## src/rtl/fbindct_pkg.sv

```systemverilog
// Shared widths, FSM state type and row-result narrowing for the 8x8 binDCT controller.
// Narrowing saturates when FBINDCT_ROW_SAT_EN is defined, otherwise wraps.
package fbindct_pkg;

  localparam int unsigned IN_W_DEF  = 8;
  localparam int unsigned MID_W_DEF = 12;
  localparam int unsigned OUT_W_DEF = 16;
  localparam int unsigned N_PT      = 8;

  typedef enum logic [1:0] {
    S_ROW     = 2'd0,
    S_COL_LD  = 2'd1,
    S_COL_OUT = 2'd2
  } state_e;

  // Reduce a sign-extended row-pass result to a w-bit signed value (returned sign-extended).
  function automatic logic signed [31:0] narrow(input logic signed [31:0] x, input int unsigned w);
`ifdef FBINDCT_ROW_SAT_EN
    logic signed [31:0] hi;
    logic signed [31:0] lo;
    hi = (32'sd1 <<< (w - 32'd1)) - 32'sd1;
    lo = -(32'sd1 <<< (w - 32'd1));
    if (x > hi) return hi;
    else if (x < lo) return lo;
    else return x;
`else
    return (x <<< (32'd32 - w)) >>> (32'd32 - w);
`endif
  endfunction

endpackage

```

## src/rtl/fbindct_tbuf.sv

```systemverilog
// 8x8 transpose buffer: whole-row write port, combinational whole-column read port.
// Lane k of a packed vector sits at bits [k*MID_W +: MID_W]; storage is not reset.
module fbindct_tbuf
  import fbindct_pkg::*;
#(
  parameter int unsigned MID_W = MID_W_DEF
) (
  input  logic                   clk,
  input  logic                   wr_en,
  input  logic [2:0]             wr_row,
  input  logic [8*MID_W-1:0]     wr_data,
  input  logic [2:0]             rd_col,
  output logic [8*MID_W-1:0]     rd_data
);

  logic [MID_W-1:0] mem_q [N_PT][N_PT];
  logic [MID_W-1:0] mem_d [N_PT][N_PT];

  always_comb begin
    mem_d = mem_q;
    if (wr_en) begin
      for (int k = 0; k < int'(N_PT); k++) begin
        mem_d[wr_row][k] = wr_data[k*MID_W +: MID_W];
      end
    end
  end

  always_ff @(posedge clk) begin
    mem_q <= mem_d;
  end

  // Column read: lane r is row r of the selected column.
  always_comb begin
    rd_data = '0;
    for (int r = 0; r < int'(N_PT); r++) begin
      rd_data[r*MID_W +: MID_W] = mem_q[r][rd_col];
    end
  end

endmodule

```

## src/rtl/fbindct_2d_ctrl.sv

```systemverilog
// 8x8 2D forward binDCT sequencer around a shared external 1D core: row pass, transpose, column pass.
// Build option FBINDCT_ROW_SAT_EN selects saturating (vs wrapping) row-result narrowing.
module fbindct_2d_ctrl
  import fbindct_pkg::*;
#(
  parameter int unsigned IN_W  = IN_W_DEF,
  parameter int unsigned MID_W = MID_W_DEF,
  parameter int unsigned OUT_W = OUT_W_DEF
) (
  input  logic                 clk,
  input  logic                 rst,
  input  logic                 in_valid,
  output logic                 in_ready,
  input  logic [8*IN_W-1:0]    in_data,
  output logic                 out_valid,
  input  logic                 out_ready,
  output logic [8*OUT_W-1:0]   out_data,
  output logic [2:0]           out_col,
  output logic [8*MID_W-1:0]   core_x_in,
  input  logic [8*OUT_W-1:0]   core_x_out,
  output logic                 busy,
  output logic                 block_done
);

  state_e               state_q, state_d;
  logic [2:0]           row_cnt_q, row_cnt_d;
  logic [2:0]           col_cnt_q, col_cnt_d;
  logic                 in_ready_q, in_ready_d;
  logic                 out_valid_q, out_valid_d;
  logic [8*OUT_W-1:0]   out_data_q, out_data_d;
  logic [2:0]           out_col_q, out_col_d;
  logic                 busy_q, busy_d;
  logic                 block_done_q, block_done_d;

  logic                 wr_en;
  logic [8*MID_W-1:0]   wr_data;
  logic [8*MID_W-1:0]   rd_data;

  fbindct_tbuf #(.MID_W(MID_W)) u_tbuf (
    .clk     (clk),
    .wr_en   (wr_en),
    .wr_row  (row_cnt_q),
    .wr_data (wr_data),
    .rd_col  (col_cnt_q),
    .rd_data (rd_data)
  );

  // Row-pass core results narrowed into the transpose buffer width.
  always_comb begin
    wr_data = '0;
    for (int k = 0; k < int'(N_PT); k++) begin
      wr_data[k*MID_W +: MID_W] =
        MID_W'(narrow(32'(signed'(core_x_out[k*OUT_W +: OUT_W])), MID_W));
    end
  end

  // Core input: sign-extended pixels during row pass, buffered column otherwise.
  always_comb begin
    core_x_in = rd_data;
    if (state_q == S_ROW) begin
      for (int k = 0; k < int'(N_PT); k++) begin
        core_x_in[k*MID_W +: MID_W] = MID_W'(signed'(in_data[k*IN_W +: IN_W]));
      end
    end
  end

  always_comb begin
    state_d      = state_q;
    row_cnt_d    = row_cnt_q;
    col_cnt_d    = col_cnt_q;
    in_ready_d   = in_ready_q;
    out_valid_d  = out_valid_q;
    out_data_d   = out_data_q;
    out_col_d    = out_col_q;
    busy_d       = busy_q;
    block_done_d = 1'b0;
    wr_en        = 1'b0;

    case (state_q)
      S_ROW: begin
        if (in_valid && in_ready_q) begin
          wr_en  = 1'b1;
          busy_d = 1'b1;
          if (row_cnt_q == 3'd7) begin
            row_cnt_d  = 3'd0;
            in_ready_d = 1'b0;
            state_d    = S_COL_LD;
          end else begin
            row_cnt_d = row_cnt_q + 3'd1;
          end
        end
      end
      S_COL_LD: begin
        out_data_d  = core_x_out;
        out_col_d   = col_cnt_q;
        out_valid_d = 1'b1;
        state_d     = S_COL_OUT;
      end
      S_COL_OUT: begin
        if (out_valid_q && out_ready) begin
          out_valid_d = 1'b0;
          if (col_cnt_q == 3'd7) begin
            col_cnt_d    = 3'd0;
            busy_d       = 1'b0;
            block_done_d = 1'b1;
            in_ready_d   = 1'b1;
            state_d      = S_ROW;
          end else begin
            col_cnt_d = col_cnt_q + 3'd1;
            state_d   = S_COL_LD;
          end
        end
      end
      default: begin
        state_d     = S_ROW;
        in_ready_d  = 1'b1;
        out_valid_d = 1'b0;
      end
    endcase
  end

  always_ff @(posedge clk or posedge rst) begin
    if (rst) begin
      state_q      <= S_ROW;
      row_cnt_q    <= 3'd0;
      col_cnt_q    <= 3'd0;
      in_ready_q   <= 1'b1;
      out_valid_q  <= 1'b0;
      out_data_q   <= '0;
      out_col_q    <= 3'd0;
      busy_q       <= 1'b0;
      block_done_q <= 1'b0;
    end else begin
      state_q      <= state_d;
      row_cnt_q    <= row_cnt_d;
      col_cnt_q    <= col_cnt_d;
      in_ready_q   <= in_ready_d;
      out_valid_q  <= out_valid_d;
      out_data_q   <= out_data_d;
      out_col_q    <= out_col_d;
      busy_q       <= busy_d;
      block_done_q <= block_done_d;
    end
  end

  assign in_ready   = in_ready_q;
  assign out_valid  = out_valid_q;
  assign out_data   = out_data_q;
  assign out_col    = out_col_q;
  assign busy       = busy_q;
  assign block_done = block_done_q;

endmodule
```

## config.mk

```make
export PLATFORM = sky130hd
export DESIGN_NAME = fbindct_2d_ctrl
export DESIGN_NICKNAME = d
export VERILOG_FILES = /design/src/rtl/fbindct_pkg.sv /design/src/rtl/fbindct_tbuf.sv /design/src/rtl/fbindct_2d_ctrl.sv
export SDC_FILE = /design/constraint.sdc
export NUM_CORES = 1
export LEC_CHECK = 0
export ABC_AREA = 1
export BUFFER_PORTS_ARGS = -buffer_cell sky130_fd_sc_hd__buf_2
export CORE_UTILIZATION = 30
export CTS_CLUSTER_DIAMETER = 80
export CTS_CLUSTER_SIZE = 24
export DETAILED_ROUTE_END_ITERATION = 8
export GPL_ROUTABILITY_DRIVEN = 0
export PLACE_DENSITY = 0.45
export SYNTH_ARGS = -nofsm -noshare
export SYNTH_HDL_FRONTEND = slang
export SYNTH_SLANG_ARGS = --single-unit
```

## constraint.sdc

```tcl
create_clock -name clk -period 6 [get_ports clk]
set_input_delay 0.9 -clock clk [delete_from_list [all_inputs] [get_ports clk]]
set_output_delay 0.9 -clock clk [all_outputs]
set_load 0.02 [all_outputs]
```

* Word-level counts from Yosys, hierarchy flattened *
Index checks and enable logic that the tools add are counted.

operators by class
  multiplexer cells = 72
  eq/ne operators = 8
  order comparisons = 3
  bitwise logic cells = 4
  reductions and logical operators = 11
  $add $sub $neg = 2

operator list
  kind                 number
  $bwmux 768           8
  $demux 96 s3         8
  $bmux 12 s3          8
  $mux 12              17
  $mux 96              2
  $mux 84              1
  $mux 72              1
  $mux 60              1
  $mux 48              1
  $mux 36              1
  $mux 24              1
  $mux 1               14
  $ge 4x4->1 const B   2
  $not 3->4            2
  $add 3x1->3 const B  2
  $eq 3x3->1 const B   2
  $mux 2               3
  $mux 3               2
  $pmux 1 s3           2
  $pmux 2 s3           1
  $reduce_and 2->1     3
  $reduce_and 5->1     1
  $lt 4x1->1 const B   1
  $ne 2x1->1 const B   2
  other kinds (10)     14

storage, ports and cells
  bits in registers = 911
  output and inout port bits = 231
  logic and storage cells = 173

* Depth between registers and ports, before layout *
Gate-level depths: netlist of run 1.

  word-level depth = 13
  gate-level depth with buffers = 10

* Hierarchy *
Synthesis of run 1 repeated with hierarchy kept, for this count alone.

second synthesis, totals
  cells, all modules = 4074
  area total of the unflattened synthesis = 40543.9 µm²

modules (own cells, without submodules)
  module           cells an instance  sequential area each (µm²)  times used  area each (µm²)
  fbindct_tbuf     3455               23062.1                     1           34100.2
  fbindct_2d_ctrl  619                3579.7                      1           6443.7

* Worst setup path after synthesis of run 1 *
No wires, ideal clock.

  path type = input-to-reg
  start = input port in_valid
  end = register u_tbuf.mem_q[0] (netlist bit) (enable)
  data required time = 5.449 ns
  setup slack = 0.164 ns
  stages = 5
  setup time = 0.551 ns
  arrival = 5.285 ns
  cells stage by stage = nand2_1 -> inv_1 -> nand2_1 -> buf_2 -> nor2_1

on the way
  cells in the longest elaborated chain, start to end = 3

RTL lines
  what                  line                   RTL
  from (decl)           fbindct_2d_ctrl.sv:12  input logic in_valid,
  $logic_and 1x1->1     fbindct_2d_ctrl.sv:81  if (in_valid && in_ready_q) begin
  $mux 1                fbindct_2d_ctrl.sv:81
  $mux 1                fbindct_2d_ctrl.sv:79  case (state_q)
  to (signal assigned)  fbindct_tbuf.sv:29     mem_q <= mem_d;
  to (decl)             fbindct_tbuf.sv:16     logic [MID_W-1:0] mem_q [N_PT][N_PT];

Every way passes these cells.
A chain may end at the register's enable or synchronous reset.

* Worst setup path in the final report of run 1 *
  start = register col_cnt_q[2]
  end = output port core_x_in[60]

on the way
  cells in the longest elaborated chain, start to end = 5

RTL lines
  what                                         line                    RTL
  from (decl)                                  fbindct_2d_ctrl.sv:27   logic [2:0] col_cnt_q, col_cnt_d;
  from (signal assigned)                       fbindct_2d_ctrl.sv:136  col_cnt_q <= col_cnt_d;
  $not 3->4 (implied by the code)              fbindct_tbuf.sv:36      rd_data[r*MID_W +: MID_W] = mem_q[r][rd_col];
  $bmux 12 s3                                  fbindct_tbuf.sv:36
  $mux 12 (implied by the code) (2 in series)  fbindct_tbuf.sv:36
  $mux 96                                      fbindct_2d_ctrl.sv:60   if (state_q == S_ROW) begin
  to (decl)                                    fbindct_2d_ctrl.sv:19   output logic [8*MID_W-1:0] core_x_in,

Every way passes these cells. The select of a mux whose other input is x is not followed.

==> metrics.txt, run 1 <==
status completed; Setup violations, final 0; combinational family with the most area after synthesis simple AND/OR/NAND/NOR gates; global routing usage on met1 30.08%; minimum clock period 4.917 ns; Final TNS setup 0 ns; Post-CTS Setup Bufs 0; Die Y 363.3 um; initial core utilization 30.25%; Ports 427; post-synthesis simple-gate area fraction 23.03%; DRT iter0 DRCs 2998; LEAKAGE 20.11 nW; number of global-route vias before repair 26000; die width 363.3 um; hpwl dp 95210 um; Worst-Margin Slew 1.326 ns; sequential area share after synthesis 68.02%; R2R depth 5; Vias 28150; mux cell area share after synthesis 0%; area share of the largest cell type after synthesis 58.88%; CTS tree yes; CTS Buffer Depth 3; worst-path maximum fanout 46; critical path arrival 4.02 ns; Synth Warn # 0; Post-Syn Nets 4147; adder and majority gate portion of the synthesized area 0.1278%; initial antenna violation count 41; min-delay worst type in -> async; clock skew 0.03093 ns; Netlist cell types 25; Max transition margin 11.61%; asr flop ratio synth 15.70%; drt first pass iters 6; row count 132; area delta synth->final 14.56%; drt drc 0; first-pass GRT wire length 203700 um; Synth area leader edfxtp_1; reg-to-reg endpoint u_tbuf.mem_q[144]; RSZ-0062 raised after global routing false; Mapped Avg Cell Area 9.924 um2; worst flop-to-flop path startpoint state_q[1]; CTS Buf Count 53; CP Class reg -> out; fin crit share 81.95%; fillers 13360; H-tree levels 2; most common flop cell mapped by yosys edfxtp_1; Startpoint Class flop; die area 132000 um2; busiest layer in global routing met2; met3 Use GR 2.900%; Achievable Freq 0.2034 GHz; Routed Antenna Nets 0; Buffers on Ports 426; r2r setup slk 1.93 ns; Worst Setup End Kind primary output; Max Transition Viols Final 0; Tot GR Track Use 22.08%; EDFF count, synth 768; WL/cell 24.46 um; Finished Core Util 34.65%; Worst EP required 5.10 ns; cts hold-fix bufs 0; Synth Area in XOR/XNOR 0%; area fraction in compound gates after synthesis 0.3226%; GRT overflow 0; # clock sinks 911; synthesized flop and latch total 911; ratio of cells with drive above 1 in the final layout 13.28%; Hold Vio Cnt, Final 0; Clk Latency, worst-skew pair 0.71 ns; largest net degree at the start of global routing 182; core area 129500 um2; MaxCap Viol Count 0; nets 4466; Synth Instances 3947; Synth area leaders edfxtp_1 (59%), nand2_1 (14%), dfrtp_1 (9.1%), nand3_1 (7.5%), inv_1 (5.6%); met2 Resource Use GR 35.84%; clock root cell clkbuf_16; Clk pin slew, worst setup/hold paths 0.10 ns; drt total wl 148000 um; Mapped Area 39170 um2; Via density 4.651; PostCTS Resize Cnt 0; worst IR drop on VDD 0.3165 mV; power density cells 488.0 nW/um2
[where the power goes]
part	internal, W	leakage (nW)	switching [W]
registers	0.00762	8.68	0.000387
clock network	0.00193	0.891	0.00239
logic	0.00238	10.5	0.00719
total	0.0119	20.1	0.00997
[through the flow]
| step | std cells | total power (W) | hold slack [ns] | setup WS (ns) | instance area [um2] |
|---|---|---|---|---|---|
| 2_1_floorplan | 3947 | 0.01389 | 0.5003 | 0.1636 | 39170 |
| 3_3_place_gp | 5953 | 0.01783 | 0.4481 | 1.869 | 43020 |
| 3_5_place_dp | 5953 | 0.01783 | 0.4529 | 1.770 | 43020 |
| 4_1_cts | 6048 | 0.02214 | 0.3328 | 0.9790 | 44860 |
| 5_1_grt | 6048 | 0.02304 | 0.3777 | 0.9705 | 44860 |
| 6_report | 6053 | 0.02190 | 0.3205 | 1.083 | 44870 |
[cell usage after synthesis, types with 4 or more instances]
master,n
dfrtp_1,142
edfxtp_1,768
inv_2,5
clkbuf_1,42
inv_1,584
buf_4,27
nand3_1,586
buf_2,107
clkinv_1,12
nand2_1,1504
o21ai_1,10
ha_1,4
buf_1,16
o21ai_0,11
buf_6,10
nor2_1,110
[metal layers]
metal	vias to the layer above	wire length (um)
met5	-	11
met4	2	5412
met3	163	9700
met2	985	69700
met1	13830	63220
li1	13170	-
[flip-flops by register name (all words and copies together) (netlist names)]
| name | cells |
|---|---|
| out_valid | 1 |
| out_data | 128 |
| state_q | 2 |
| busy | 1 |
| out_col | 3 |
| row_cnt_q | 3 |
| col_cnt_q | 3 |
| block_done | 1 |
| u_tbuf.mem_q | 768 |
| in_ready | 1 |
[placed cells by master (no fill, tap or decap), types with 2 or more instances in the layout]
cell / synthesis / layout
inv_12: 0 / 3
clkbuf_16: 0 / 57
clkinv_8: 0 / 6
nand3_1: 586 / 586
edfxtp_1: 768 / 768
bufinv_16: 0 / 2
o21ai_1: 10 / 10
dfrtp_1: 142 / 139
dfrtp_4: 0 / 3
buf_2: 107 / 426
inv_16: 0 / 2
inv_1: 584 / 583
nor2_1: 110 / 102
buf_12: 0 / 16
o21ai_0: 11 / 11
buf_4: 27 / 24
clkinv_1: 12 / 12
clkinv_2: 0 / 5
clkbuf_1: 42 / 10
ha_1: 4 / 4
clkinvlp_4: 0 / 2
diode_2: 0 / 5
nor2_4: 1 / 10
nand2_1: 1504 / 1504
inv_6: 0 / 8
[how the worst max path moves through the flow]
stage | slack [ns] | end | from | depth (start not counted)
6_report | 1.08 | core_x_in[60] | col_cnt_q[2] | 6
3_3_place_gp | 1.87 | core_x_in[60] | col_cnt_q[2] | 6
3_5_place_dp | 1.77 | core_x_in[60] | col_cnt_q[2] | 6
2_1_floorplan | 0.16 | u_tbuf.mem_q[0] | in_valid | 5
4_1_cts | 0.98 | core_x_in[60] | col_cnt_q[2] | 6
5_1_grt | 0.97 | core_x_in[60] | col_cnt_q[2] | 6
[cell type report]
class	count	area, um2	area share, %
Sequential cell	911	26650	59.40
Multi-Input combinational cell	2232	9261	20.64
Timing Repair Buffer	466	2633	5.867
Inverter	602	2290	5.103
Tap cell	1742	2180	4.857
Clock buffer	69	1483	3.304
Clock inverter	26	360.3	0.8031
Antenna cell	5	12.51	0.02788
[cell families after synthesis]
logic type	Yosys count
DFF	911
buffers and inverters	804
and+or+nand+nor	2204
adders and majority gates	4
AOI/OAI and AO/OA	24
[worst max-delay path, stage by stage (launching register included)]
cell and delay [ns]:
dfrtp_4 0.90, clkinv_2 0.91, buf_4 0.59, nand3_1 0.22, nand3_1 0.28, nand2_1 0.13
buf_2 0.17
(Power assumes the default switching activity.)
==> run 2, diff against run 1 <==
==> constraint.sdc (replaced) <==
create_clock -name clk -period 4.65 [get_ports clk]
set_input_delay 0.6975 -clock clk [delete_from_list [all_inputs] [get_ports clk]]
set_output_delay 0.6975 -clock clk [all_outputs]
set_load 0.02 [all_outputs]
==> run 2 against run 1 <==
  * Die area stayed put
  * Highest routed layer is now met4
  * Routed wire length is 2.9% lower
  * Flip-flop and latch count stayed put
  * Combinational power is 29% higher
  * Register-to-register slack worse by 0.17 ns
  * Critical endpoint is now core_x_in[56]
  * Largest cell class unchanged
  * Global-route usage is 0.52 points lower
  * Clock skew is 0.014 ns higher
==> metrics.txt, run 2 (synthesis results as in run 1) <==
clock skew 0.04474 ns; combinational power share 43.8%; initial antenna violation count 29; Tot GR Track Use 21.55%; clock root cell clkbuf_16; DRT iter0 DRCs 2699; Vias 27980; Achievable Freq 0.2438 GHz; total power 0.02806 W; drt drc 0; nets 4475; Clk pin slew, worst setup/hold paths 0.10 ns; delay of the slowest cell on the worst path 0.66 ns; GRT overflow 0; worst-path maximum fanout 132; Biggest register u_tbuf.mem_q; crit path cell chain clkinv_8 > buf_12 > nand2_1 > nand3_1 > nand3_1 > nand3_1 > nand2_1 > buf_2; Max Transition Viols Final 0; Post-CTS Setup Bufs 0; MaxCap Viol Count 0; sequential share of power 36.5%; initial core utilization 30.25%; Worst EP required 3.95 ns; die width 363.3 um; cts hold-fix bufs 0; most used cell, CP nand3_1; Worst Setup End Kind primary output; RSZ-0062 raised after global routing false; fin crit share 88.21%; minimum clock period 4.102 ns; ratio of cells with drive above 1 in the final layout 13.45%; worst path buffer plus inverter count 3; LEAKAGE 20.14 nW; CTS tree yes; Clk Latency, worst-skew pair 0.70 ns; worst IR drop on VDD 0.5899 mV; power density cells 624.9 nW/um2; CTS Buffer Depth 3; min-delay worst type in -> async; max FFs per register 768; fillers 13380; CTS Buf Count 53; most frequent cells in the layout nand2_1 (1504), edfxtp_1 (768), nand3_1 (586); status completed; Max transition margin 19.46%; first-pass GRT wire length 202200 um; PostCTS Resize Cnt 0; Ports 427; commonest non-fill, non-tap cell in the layout nand2_1; Via density 4.613; Slowest-stage cell, CP dfrtp_4; H-tree levels 2; Hold Vio Cnt, Final 0; Buffers on Ports 426; number of global-route vias before repair 26140; Routed Antenna Nets 0; WL/cell 23.71 um; Clock Power Share 19.7%; Die Y 363.3 um; hpwl dp 91400 um; Setup violations, final 0; Pint 0.01535 W; largest net degree at the start of global routing 185; area delta synth->final 14.65%; die area 132000 um2; CP delay by family, top buffers and inverters; drt first pass iters 5; drt total wl 143800 um; row count 132; placed cells 5962; # clock sinks 911; Net Sw Frac 45.30%; Switch Pwr 0.01271 W; Startpoint Class flop; Worst-Margin Slew 1.205 ns; critical path arrival 3.40 ns; core area 129500 um2; CP Class reg -> out; Final Non-Filler Cells 6064
-- run 2: changes by cell type in the layout (fill, tap and decap cells not counted), sizes merged --
cell,previous run,this run
buf,466,475
bufinv,2,1
clkbuf,69,72
clkinv,25,21
clkinvlp,2,4
diode,5,3
inv,599,603
-- run 2: per-layer routing --
layer / GRT usage, % / up-vias / part of all wire [%]
met5: 0 / - / 0
met3: 2.099 / 131 / 5.2
met4: 5.568 / 0 / 2.6
li1: - / 13190 / -
met2: 35.77 / 788 / 48
met1: 30.07 / 13870 / 44
-- run 2: power groups by stage --
stage	clock [W]	combinational (W)	sequential, W
global route	0.00591	0.0133	0.0104
CTS	0.00566	0.0125	0.0103
detailed placement	0	0.0125	0.0104
global placement	0	0.0124	0.0104
finish	0.00552	0.0123	0.0103
floorplan	0	0.00679	0.0111
-- run 2: final timing paths --
check	slack, ns	startpoint	end	cells after the start
max reg2reg	1.76	row_cnt_q[0]	u_tbuf.mem_q[54]	3
max in group asynchronous	3.58	rst	col_cnt_q[0]	3
max	0.55	col_cnt_q[0]	core_x_in[56]	8
min	0.11	rst	out_data[80]	2
min in group clk	0.20	core_x_out[13]	out_data[13]	3
min reg2reg	0.47	out_data[57]	out_data[57]	2
-- run 2: cell type report --
| type | instances | area (um2) | share of cell area (%) |
|---|---|---|---|
| sequential | 911 | 26650 | 59.35 |
| tap | 1742 | 2180 | 4.854 |
| multi-input combinational | 2232 | 9261 | 20.62 |
| antenna | 3 | 7.507 | 0.01672 |
| clock buffer | 72 | 1470 | 3.274 |
| clock inverter | 27 | 320.3 | 0.7133 |
| inverter | 602 | 2290 | 5.099 |
| timing repair buffer | 475 | 2725 | 6.068 |
-- run 2: through the flow --
step / utilization [%] / cell area (um2) / setup TNS [ns] / worst slack (ns) / hold slack [ns]
4_1_cts: 34.68 / 44900 / 0 / 0.5774 / 0.1170
5_1_grt: 34.68 / 44900 / 0 / 0.4164 / 0.1516
6_report: 34.68 / 44910 / 0 / 0.5482 / 0.1102
2_1_floorplan: - / 39170 / -755.61 / -0.9839 / 0.5003
3_3_place_gp: 33.29 / 43110 / 0 / 1.385 / 0.4485
3_5_place_dp: 33.29 / 43110 / 0 / 1.360 / 0.4527
-- run 2: worst reg2reg max path, cell delays in order (launching register included) --
cell and delay (ns):
dfrtp_1 0.48, nand3_1 0.73, nor2_4 1.00, buf_12 0.33
